## src/rtl/redmule_cfg_slave_if.sv

```systemverilog
// Peripheral request/response bus between a config master and redmule_cfg_slave.
// Requests use req/gnt; the single-beat read response comes back on r_valid/r_id.
interface redmule_cfg_slave_if #(
    parameter int unsigned SysDataWidth = 32,
    parameter int unsigned IdWidth      = 8
);
    logic                      req;
    logic                      gnt;
    logic [31:0]               add;
    logic                      wen;
    logic [SysDataWidth/8-1:0] be;
    logic [SysDataWidth-1:0]   data;
    logic [IdWidth-1:0]        id;
    logic [SysDataWidth-1:0]   r_data;
    logic                      r_valid;
    logic [IdWidth-1:0]        r_id;

    modport master (
        output req, add, wen, be, data, id,
        input  gnt, r_data, r_valid, r_id
    );

    modport slave (
        input  req, add, wen, be, data, id,
        output gnt, r_data, r_valid, r_id
    );
endinterface

```

## src/rtl/redmule_cfg_slave.sv

```systemverilog
// Config slave for the RedMulE engine: shadow/active register banks plus a job-start FSM.
// Latency: grant in the request cycle, read data/r_valid one cycle later, start_o one cycle after a trigger.
// Backpressure: only a trigger write while a job runs is stalled (gnt=0); all other requests are granted.
module redmule_cfg_slave #(
    parameter int unsigned SysDataWidth = 32,
    parameter int unsigned NumCfgRegs   = 6,
    parameter logic [31:0] CfgBase      = 32'h40,
    parameter int unsigned IdWidth      = 8
) (
    input  logic                                      clk_i,
    input  logic                                      rst_i,
    input  logic                                      clear_i,
    redmule_cfg_slave_if.slave                        periph,
    output logic                                      cfg_complete_o,
    output logic                                      start_o,
    output logic [NumCfgRegs-1:0][SysDataWidth-1:0]   cfg_o,
    output logic                                      busy_o,
    input  logic                                      done_i
);
    localparam int unsigned BeWidth = SysDataWidth / 8;
    localparam int unsigned IdxW    = (NumCfgRegs > 1) ? $clog2(NumCfgRegs) : 1;

    typedef enum logic [1:0] {
        StIdle    = 2'd0,
        StReady   = 2'd1,
        StRunning = 2'd2
    } state_e;

    state_e                                  state_q, state_d;
    logic [NumCfgRegs-1:0][SysDataWidth-1:0] shadow_q, shadow_d;
    logic [NumCfgRegs-1:0][SysDataWidth-1:0] active_q, active_d;
    logic [NumCfgRegs-1:0]                   mask_q, mask_d;
    logic                                    start_q, start_d;
    logic                                    r_valid_q, r_valid_d;
    logic [SysDataWidth-1:0]                 r_data_q, r_data_d;
    logic [IdWidth-1:0]                      r_id_q, r_id_d;

    // Decode works on word addresses; the byte offset bits never select anything.
    logic [29:0]     word_addr;
    logic [29:0]     cfg_off;
    logic [IdxW-1:0] cfg_idx;
    logic            is_cfg, is_trig, is_stat;
    logic            stall, wr, rd;
    logic            unused_addr_bits;

    assign word_addr        = periph.add[31:2];
    assign unused_addr_bits = ^periph.add[1:0];
    assign cfg_off          = word_addr - CfgBase[31:2];
    assign cfg_idx          = cfg_off[IdxW-1:0];
    assign is_cfg           = (word_addr >= CfgBase[31:2]) && (cfg_off < 30'(NumCfgRegs));
    assign is_trig          = (word_addr == 30'd0);
    assign is_stat          = (word_addr == 30'd1);

    assign stall      = is_trig && !periph.wen && (state_q == StRunning);
    assign periph.gnt = periph.req && !stall && !rst_i && !clear_i;
    assign wr         = periph.gnt && !periph.wen;
    assign rd         = periph.gnt && periph.wen;

    assign cfg_complete_o = &mask_q;
    assign busy_o         = (state_q == StRunning);
    assign start_o        = start_q;
    assign cfg_o          = active_q;
    assign periph.r_valid = r_valid_q;
    assign periph.r_data  = r_data_q;
    assign periph.r_id    = r_id_q;

    always_comb begin
        state_d   = state_q;
        shadow_d  = shadow_q;
        active_d  = active_q;
        mask_d    = mask_q;
        start_d   = 1'b0;
        r_valid_d = rd;
        r_data_d  = r_data_q;
        r_id_d    = r_id_q;

        if (rd) begin
            r_id_d   = periph.id;
            r_data_d = '0;
            if (is_stat) begin
                r_data_d[3:0] = {busy_o, cfg_complete_o, state_q};
            end else if (is_cfg) begin
                r_data_d = shadow_q[cfg_idx];
            end
        end

        unique case (state_q)
            StIdle: begin
                if (&mask_q) state_d = StReady;
            end
            StReady: begin
                if (wr && is_trig) begin
                    state_d  = StRunning;
                    active_d = shadow_q;
                    mask_d   = '0;
                    start_d  = 1'b1;
                end
            end
            StRunning: begin
                if (done_i) state_d = (&mask_q) ? StReady : StIdle;
            end
            default: state_d = StIdle;
        endcase

        // Applied after the trigger copy so a word written alongside it belongs to the next job.
        if (wr && is_cfg) begin
            for (int b = 0; b < int'(BeWidth); b++) begin
                if (periph.be[b]) shadow_d[cfg_idx][8*b +: 8] = periph.data[8*b +: 8];
            end
            mask_d[cfg_idx] = 1'b1;
        end
    end

    always_ff @(posedge clk_i) begin
        if (rst_i || clear_i) begin
            state_q   <= StIdle;
            shadow_q  <= '0;
            active_q  <= '0;
            mask_q    <= '0;
            start_q   <= 1'b0;
            r_valid_q <= 1'b0;
            r_data_q  <= '0;
            r_id_q    <= '0;
        end else begin
            state_q   <= state_d;
            shadow_q  <= shadow_d;
            active_q  <= active_d;
            mask_q    <= mask_d;
            start_q   <= start_d;
            r_valid_q <= r_valid_d;
            r_data_q  <= r_data_d;
            r_id_q    <= r_id_d;
        end
    end
endmodule
```

## src/flat_wrapper.sv

```systemverilog
// flat-port wrapper written by rule: the top's interface ports become plain ports
module redmule_cfg_slave_flat 
#(
    parameter int unsigned SysDataWidth = 32,
    parameter int unsigned NumCfgRegs   = 6,
    parameter logic [31:0] CfgBase      = 32'h40,
    parameter int unsigned IdWidth      = 8
)
  (clk_i, rst_i, clear_i, cfg_complete_o, start_o, cfg_o, busy_o, done_i, periph_req, periph_add, periph_wen, periph_be, periph_data, periph_id, periph_gnt, periph_r_data, periph_r_valid, periph_r_id);
  redmule_cfg_slave_if #(.SysDataWidth(SysDataWidth), .IdWidth(IdWidth)) periph_i ();
  input  logic clk_i;
  input  logic rst_i;
  input  logic clear_i;
  output logic cfg_complete_o;
  output logic start_o;
  output logic [NumCfgRegs-1:0][SysDataWidth-1:0] cfg_o;
  output logic busy_o;
  input  logic done_i;
  input wire logic [$bits(periph_i.req)-1:0] periph_req;
  input wire logic [$bits(periph_i.add)-1:0] periph_add;
  input wire logic [$bits(periph_i.wen)-1:0] periph_wen;
  input wire logic [$bits(periph_i.be)-1:0] periph_be;
  input wire logic [$bits(periph_i.data)-1:0] periph_data;
  input wire logic [$bits(periph_i.id)-1:0] periph_id;
  output wire logic [$bits(periph_i.gnt)-1:0] periph_gnt;
  output wire logic [$bits(periph_i.r_data)-1:0] periph_r_data;
  output wire logic [$bits(periph_i.r_valid)-1:0] periph_r_valid;
  output wire logic [$bits(periph_i.r_id)-1:0] periph_r_id;
  assign periph_i.req = periph_req;
  assign periph_i.add = periph_add;
  assign periph_i.wen = periph_wen;
  assign periph_i.be = periph_be;
  assign periph_i.data = periph_data;
  assign periph_i.id = periph_id;
  assign periph_gnt = periph_i.gnt;
  assign periph_r_data = periph_i.r_data;
  assign periph_r_valid = periph_i.r_valid;
  assign periph_r_id = periph_i.r_id;
  redmule_cfg_slave #(.SysDataWidth(SysDataWidth), .NumCfgRegs(NumCfgRegs), .CfgBase(CfgBase), .IdWidth(IdWidth)) u_core (.clk_i(clk_i), .rst_i(rst_i), .clear_i(clear_i), .periph(periph_i), .cfg_complete_o(cfg_complete_o), .start_o(start_o), .cfg_o(cfg_o), .busy_o(busy_o), .done_i(done_i));
endmodule
```

## config.mk

```make
export PLATFORM = sky130hd
export DESIGN_NAME = redmule_cfg_slave_flat
export DESIGN_NICKNAME = d
export VERILOG_FILES = /design/src/rtl/redmule_cfg_slave_if.sv /design/src/rtl/redmule_cfg_slave.sv /design/src/flat_wrapper.sv
export SDC_FILE = /design/constraint.sdc
export NUM_CORES = 1
export LEC_CHECK = 0
export ABC_AREA = 0
export CAP_MARGIN = 20
export CORE_MARGIN = 2
export CORE_UTILIZATION = 56
export CTS_BUF_LIST = sky130_fd_sc_hd__clkbuf_8
export DETAILED_ROUTE_END_ITERATION = 10
export PLACE_DENSITY = 0.87
export SETUP_SLACK_MARGIN = 0.15
export SLEW_MARGIN = 20
export SYNTH_ARGS = -nofsm -noshare
export SYNTH_HDL_FRONTEND = slang
export SYNTH_SLANG_ARGS = --single-unit
```

## constraint.sdc

```tcl
create_clock -name clk_i -period 5.7 [get_ports clk_i]
set_clock_uncertainty 0.15 [all_clocks]
set_input_delay 1.14 -clock clk_i [delete_from_list [all_inputs] [get_ports clk_i]]
set_output_delay 1.14 -clock clk_i [all_outputs]
set_load 0.005 [all_outputs]
```

### After elaboration in Yosys (flattened, before gate mapping)

Index checks and enable logic that the tools add are counted.

* flip-flop bits (word level): 434
* output and inout bits: 237
* word-level logic and storage cells: 88
* input bits: 82

* equality and inequality tests: 6
* add/sub/neg operators: 1
* reduce and logical (&&, ||, !) cells: 22
* magnitude comparators: 4
* bitwise operators: 2
* mux-type cells: 35

Operators with widths (count)
* $mux 192: 7
* $bwmux 192: 4
* $demux 32 s3: 4
* $bmux 32 s3: 1
* $mux 32: 3
* $eq 30x1->1 const B: 1
* $ge 30x5->1 const B: 1
* $logic_not 30->1: 1
* $lt 30x3->1 const B: 1
* $sub 30x5->30 const B: 1
* $mux 28: 1
* $mux 24: 1
* $mux 6: 3
* $mux 16: 1
* $logic_and 1x1->1: 11
* $mux 8: 1
* $mux 2: 3
* $or 6x6->6: 1
* $pmux 2 s3: 1
* $reduce_and 6->1: 1
* $logic_not 1->1: 4
* $lt 3x4->1 const B: 1
* $mux 4: 1
* $ne 2x1->1 const B: 2
* 12 further kinds: 14

### Longest topological paths before layout

Gate-level depths: netlist of the first run.

* depth in word-level cells: 18
* depth in mapped cells: 8

### Worst setup path after synthesis of the first run

Ideal clock, no wire load.

* path type: input port to output port
* start: input periph_add[8]
* end: output periph_gnt
* data arrival time: 2201 ps
* path slack: 2209 ps
* stages: 5
* path through: nor4_2 nand4bb_1 buf_6 nor3_1 a41oi_1

* longest elaborated chain between the ends: 7

RTL lines
* start, declared: RTL line flat_wrapper.sv:20 `input wire logic [$bits(periph_i.add)-1:0] periph_add;`
* $logic_not 30->1: RTL line redmule_cfg_slave.sv:51 `assign is_trig = (word_addr == 30'd0);`
* $logic_and 1x1->1 (2 in series): RTL line redmule_cfg_slave.sv:54 `assign stall = is_trig && !periph.wen && (state_q == StRunning);`
* $logic_not 1->1: RTL line redmule_cfg_slave.sv:55 `assign periph.gnt = periph.req && !stall && !rst_i && !clear_i;`
* $logic_and 1x1->1 (3 in series): RTL line redmule_cfg_slave.sv:55
* end, declared: RTL line flat_wrapper.sv:25 `output wire logic [$bits(periph_i.gnt)-1:0] periph_gnt;`

No other way between the ends.

### Final worst setup path of the first run

* start: input periph_add[16]
* end: output periph_gnt

Same word-level chain as after synthesis.

==> results.json, run 1 <==
{
  "outcome": "completed",
  "post_cts_buffers": 0,
  "path_cells": "clkdlybuf4s50_1, nor4_2, nand4bb_2, buf_4, nor3_1, a41oi_1, clkdlybuf4s50_1",
  "avgSynthCellArea_sq_um": 8.789,
  "place.gp.congestion": 0.8288,
  "multi_input_area_sq_um": 7978,
  "drtIter0Drc": 1642,
  "crit_type": "primary input to output port",
  "synth_cell_types": 51,
  "syn_area_sq_um": 17330,
  "clk_pin_slew_ns": 0.05,
  "die_h_um": 179.9,
  "syn_inst": 1972,
  "ctsResizeCount": 0,
  "grt_overflow_total": 0,
  "power.leakage_uw": 0.007867,
  "num_vias": 15620,
  "grt_pass1_wl_um": 81400,
  "nNetsFinal": 2323,
  "rows": 64,
  "drv_slew": 0,
  "cts_root_buf": "clkbuf_8",
  "coreArea_sq_um": 30510,
  "ys_ff_latch": 434,
  "yosysSeqAreaShare_pct": 50.13,
  "relSlewSlack_pct": 26.91,
  "startpoint_type": "primary input",
  "maxCapViolCount": 0,
  "power_density_nw_per_um2": 277.1,
  "worstPathMaxFanout": 20,
  "grt_max_degree": 212,
  "rsz0062_at_grt": "false",
  "reg2reg_from": "u_core.state_q[0]$_SDFFE_PP0P_",
  "grt.total_usage_pct": 31.01,
  "nFillCells": 2199,
  "clkLatencyLatePin_ns": 0.58,
  "clock-sinks": 434,
  "crit_path_start": "periph_add[16]",
  "hold_ws_ns": 0.2973,
  "period_minus_slack_ns": 4.636,
  "io_buffers": 316,
  "synth_warnings": 0,
  "crit_required_ns": 4.41,
  "seqCellArea_sq_um": 8688,
  "cts.path.max_buffers": 3,
  "synth_nets": 2054,
  "netlist.area_leader.share_pct": 50.13,
  "start_util_pct": 56.81,
  "crit_top_cell": "clkdlybuf4s50_1",
  "ant_nets": 0,
  "pin_count": 319,
  "postRouteWirelength_um": 52140,
  "peakVddDrop_v": 0.0001820,
  "crit_arrival_ns": 3.35,
  "cts_hold_buf": 0,
  "syn2layout_area_growth_pct": 27.57,
  "dpl_cell_area_sq_um": 20590,
  "critical_path.max_stage_delay_ns": 0.48,
  "hold_viol": 0,
  "grt_pass1_vias": 15200,
  "dpl.hpwl_um": 33100,
  "end_kind": "output port",
  "cts-buffers-inserted": 73,
  "dieArea_sq_um": 32370,
  "finalSetupTns_ns": 0,
  "worst_pin_slew_ns": 1.096,
  "cts_tree": "done",
  "min_from": "u_core.cfg_o[6]$_SDFFE_PP0P_",
  "antenna_found_initial": 2,
  "drc": 0,
  "drive_above_1_share_pct": 8.057,
  "post_drt_wl_per_cell_um": 19.35,
  "hold_path.class": "flip-flop to flip-flop",
  "vias_per_cell": 5.796,
  "synthArstFlopShare_pct": 0,
  "fmax_mhz": 215.7,
  "synth.area.top_cells": "dfxtp_1 (50%), mux2i_1 (12%), nand2_1 (9.4%), a21oi_1 (6.9%), nor2_1 (5.0%)",
  "chipWidth_um": 179.9,
  "synth_edf_count": 0,
  "setup_viol": 0,
  "cts_max_level": 3,
  "final_cell_area_sq_um": 22110,
  "synth-main-ff-cell": "dfxtp_1",
  "finalCritPeriodShare_pct": 81.33,
  "crit_slowest_cell": "clkdlybuf4s50_1",
  "synth_area_leader_cell": "dfxtp_1",
  "firstDrtPassIters": 6
}
path summary, 6_finish.rpt:
kind	endpoint	slack [ns]	cells past startpoint
setup reg to reg	u_core.cfg_o[184]$_SDFFE_PP0P_	3.45	5
setup / recovery	periph_gnt	1.06	7
hold / removal	u_core.cfg_o[6]$_SDFFE_PP0P_	0.30	2
hold reg to reg	u_core.cfg_o[6]$_SDFFE_PP0P_	0.30	2
registers in the layout (all words and copies together) (netlist names):
name	cells
u_core.cfg_o	192
u_core.shadow_q	192
u_core.periph.r_data	32
u_core.periph.r_id	8
u_core.mask_q	6
u_core.state_q	2
u_core.periph.r_valid	1
u_core.start_o	1
report_power, final:
| group | internal [uW] | switching (uW) | leakage, uW |
|---|---|---|---|
| clock network | 1550 | 1280 | 0.000857 |
| registers | 3030 | 0.408 | 0.00349 |
| logic | 99.1 | 168 | 0.00352 |
cell type report:
cell class | instances | share of cell area (%)
Sequential cell | 434 | 39.30
Multi-Input combinational cell | 1376 | 36.08
Timing Repair Buffer | 333 | 15.12
Clock buffer | 91 | 5.665
Tap cell | 396 | 2.241
Clock inverter | 39 | 1.183
Inverter | 23 | 0.3905
Antenna cell | 2 | 0.02264
synth_stat cells, types with 15 or more instances:
library cell / number
nand2b_1: 15
a21oi_1: 239
clkbuf_1: 95
buf_2: 33
dfxtp_1: 434
o22a_1: 16
nor4_4: 16
nor3_1: 30
nor2_1: 231
inv_1: 23
nand2_1: 434
o21ai_0: 46
mux2i_1: 206
per-layer routing:
| layer | share of wire, % | global-route usage, % | vias up |
|---|---|---|---|
| met3 | 9.0 | 7.577 | 163 |
| met1 | 40 | 39.56 | 7475 |
| li1 | - | - | 7230 |
| met4 | 4.6 | 15.84 | 0 |
| met2 | 46 | 48.98 | 747 |
| met5 | 0 | 0 | - |
logic make-up after synthesis:
logic type	synth area share, %
compound gates	11.43
buf+inv	3.963
flops	50.13
mux	12.87
simple gates	21.61
per-stage QoR:
step	util, %	setup WS [ns]	instances	total power (uW)
2_1_floorplan	-	2.209	1972	3238
3_3_place_gp	67.49	1.085	2562	3357
3_5_place_dp	67.49	1.057	2562	3362
4_1_cts	72.45	1.057	2692	6144
5_1_grt	72.47	0.9588	2694	6314
6_report	72.47	1.064	2694	6127
worst max-delay path: cells and delay by family:
family	cells	cell delay, ns
buf+inv	3	1.20
compound gates	1	0.16
simple gates	3	0.85
layout by cell type (no fill, tap or decap), types with 5 or more instances in the layout:
master | synthesis | routed
nand2_1 | 434 | 434
dfxtp_1 | 434 | 434
clkdlybuf4s50_1 | 0 | 313
a21oi_1 | 239 | 239
nor2_1 | 231 | 230
mux2i_1 | 206 | 206
clkbuf_8 | 0 | 91
o21ai_0 | 46 | 46
inv_1 | 23 | 43
nor3_1 | 30 | 30
nor4_4 | 16 | 16
o22a_1 | 16 | 16
nand2b_1 | 15 | 15
nand3_1 | 14 | 14
buf_4 | 2 | 14
nor2b_1 | 10 | 10
o221ai_1 | 10 | 10
clkinv_2 | 0 | 10
o22ai_1 | 9 | 9
nand4_2 | 8 | 8
nor3b_1 | 8 | 8
nor4_2 | 6 | 7
a21o_1 | 7 | 7
a211oi_1 | 6 | 6
a2111oi_0 | 6 | 6
a22oi_1 | 6 | 6
nand4_1 | 5 | 5
mux4_2 | 5 | 5
mux2_2 | 5 | 5
buf_12 | 0 | 5
(Power assumes the default switching activity.)
==> inputs of run 2 (changes only) <==
CORE_UTILIZATION = 49   (was 56)
PLACE_DENSITY = 0.81   (was 0.87)
clock period = 4.1 ns   (was 5.7 ns; I/O delays follow)
==> run 2 against run 1 <==
Effect of this change:
- clock power up 35%
- routed wire length up 1.3%
- non-clock buffer count rose by 27
- global-route usage shrank 2.9 points
- register-to-register slack got worse by 1.4 ns
- critical path type unchanged
- largest power group unchanged
==> results.json, run 2 (synthesis results as in run 1) <==
{
  "drc": 0,
  "worstPathMaxFanout": 3,
  "layout_common_cells": "nand2_1 (434), dfxtp_1 (434), clkdlybuf4s50_1 (313)",
  "start_util_pct": 49.93,
  "ant_nets": 0,
  "dieArea_sq_um": 36890,
  "crit_slowest_cell": "clkdlybuf4s50_1",
  "dpl.hpwl_um": 34750,
  "critical_path.max_stage_delay_ns": 0.47,
  "worst_pin_slew_ns": 1.035,
  "crit_type": "primary input to output port",
  "cts.path.max_buffers": 3,
  "drv_slew": 0,
  "cts_max_level": 3,
  "die_h_um": 192.1,
  "grt_overflow_total": 0,
  "relSlewSlack_pct": 30.85,
  "nNetsFinal": 2348,
  "firstDrtPassIters": 6,
  "cts_tree": "done",
  "place_inst": 2648,
  "finalCritPeriodShare_pct": 92.19,
  "drive_above_1_share_pct": 8.773,
  "fmax_mhz": 264.6,
  "setup_viol": 0,
  "period_minus_slack_ns": 3.780,
  "rsz0062_at_grt": "false",
  "clock-sinks": 434,
  "io_buffers": 316,
  "pin_count": 319,
  "cts_root_buf": "clkbuf_8",
  "crit_arrival_ns": 2.81,
  "ctsResizeCount": 0,
  "syn2layout_area_growth_pct": 28.80,
  "vias_per_cell": 5.565,
  "rows": 68,
  "cts_hold_buf": 0,
  "r2r_setup_slack_ns": 2.09,
  "cp_num_buf_inv": 2,
  "peakVddDrop_v": 0.0002815,
  "finalNonFillerCells": 2771,
  "grt_pass1_wl_um": 81610,
  "path_cells": "clkdlybuf4s50_1, nor4_2, nand4bb_2, nor3_1, a41oi_1, clkdlybuf4s50_1",
  "finalSetupTns_ns": 0,
  "path_delay_family": "simple AND/OR/NAND/NOR gates",
  "clk_pin_slew_ns": 0.06,
  "cts-buffers-inserted": 71,
  "power.leakage_uw": 0.007966,
  "clkLatencyLatePin_ns": 0.60,
  "drtIter0Drc": 1392,
  "maxCapViolCount": 0,
  "crit_top_cell": "clkdlybuf4s50_1",
  "hold_viol": 0,
  "grt.total_usage_pct": 28.16,
  "crit_required_ns": 3.13,
  "post_drt_wl_per_cell_um": 19.05,
  "num_vias": 15420,
  "outcome": "completed",
  "antenna_found_initial": 4,
  "end_kind": "output port",
  "grt_pass1_vias": 15060,
  "chipWidth_um": 192.1,
  "post_cts_buffers": 0,
  "grt_max_degree": 201,
  "postRouteWirelength_um": 52800,
  "power_density_nw_per_um2": 376.6,
  "startpoint_type": "primary input",
  "hold_path.class": "flip-flop to flip-flop",
  "coreArea_sq_um": 34710,
  "place.gp.congestion": 0.8225
}
## run 2: worst reg2reg max path, stage by stage (launching register included)
cell and delay, ns:
dfxtp_1 0.41, nand2b_1 0.13, nor3_1 0.19, nand4b_1 0.25, buf_12 0.31, nand2_1 0.31, a21oi_1 0.08
## run 2: final timing paths
kind	from	to	cells after the start
worst max-delay path	periph_add[8]	periph_gnt	6
worst min-delay path	u_core.cfg_o[21]$_SDFFE_PP0P_	u_core.cfg_o[21]$_SDFFE_PP0P_	2
worst max register to register	u_core.state_q[0]$_SDFFE_PP0P_	u_core.cfg_o[86]$_SDFFE_PP0P_	6
worst min register to register	u_core.cfg_o[21]$_SDFFE_PP0P_	u_core.cfg_o[21]$_SDFFE_PP0P_	2
## run 2: stage by stage
stage,setup WS (ns),area (sq um),util [%],total power (uW),hold slack [ns]
after floorplan,1.249,17330,-,4501,0.2936
after global placement,0.3714,20880,60.15,4675,0.2862
after detailed placement,0.3213,20880,60.15,4680,0.2935
after CTS,0.3231,22320,64.29,8457,0.2999
after global routing,0.1900,22320,64.31,8682,0.3152
final,0.3201,22320,64.31,8406,0.2986
## run 2: where the power goes
part | switching [uW] | internal (uW)
combinational | 233 | 142
clock | 1690 | 2120
sequential | 0.537 | 4220
## run 2: metal layers
layer | routed length, um | share of wire (%) | GRT usage, %
met1 | 22080 | 42 | 35.92
met2 | 24480 | 46 | 45.21
met3 | 4435 | 8.4 | 6.322
met4 | 1782 | 3.4 | 13.45
met5 | 23 | 0.044 | 0
## run 2: layout make-up
class | count | area (sq um)
multi-input cells | 1376 | 7978
repair buffers | 360 | 3558
fillers | 2843 | 12390
inverters | 23 | 86.33
flip-flops and latches | 434 | 8688
clock inverters | 33 | 226.5
diodes | 2 | 5.005
well taps | 455 | 569.3
clock buffers | 88 | 1211
==> inputs of run 3 (changes only) <==
SETUP_SLACK_MARGIN = unset   (was 0.15)
==> results of run 3 <==
Same layout as run 2: the final DEF is identical, and so are final timing and power.
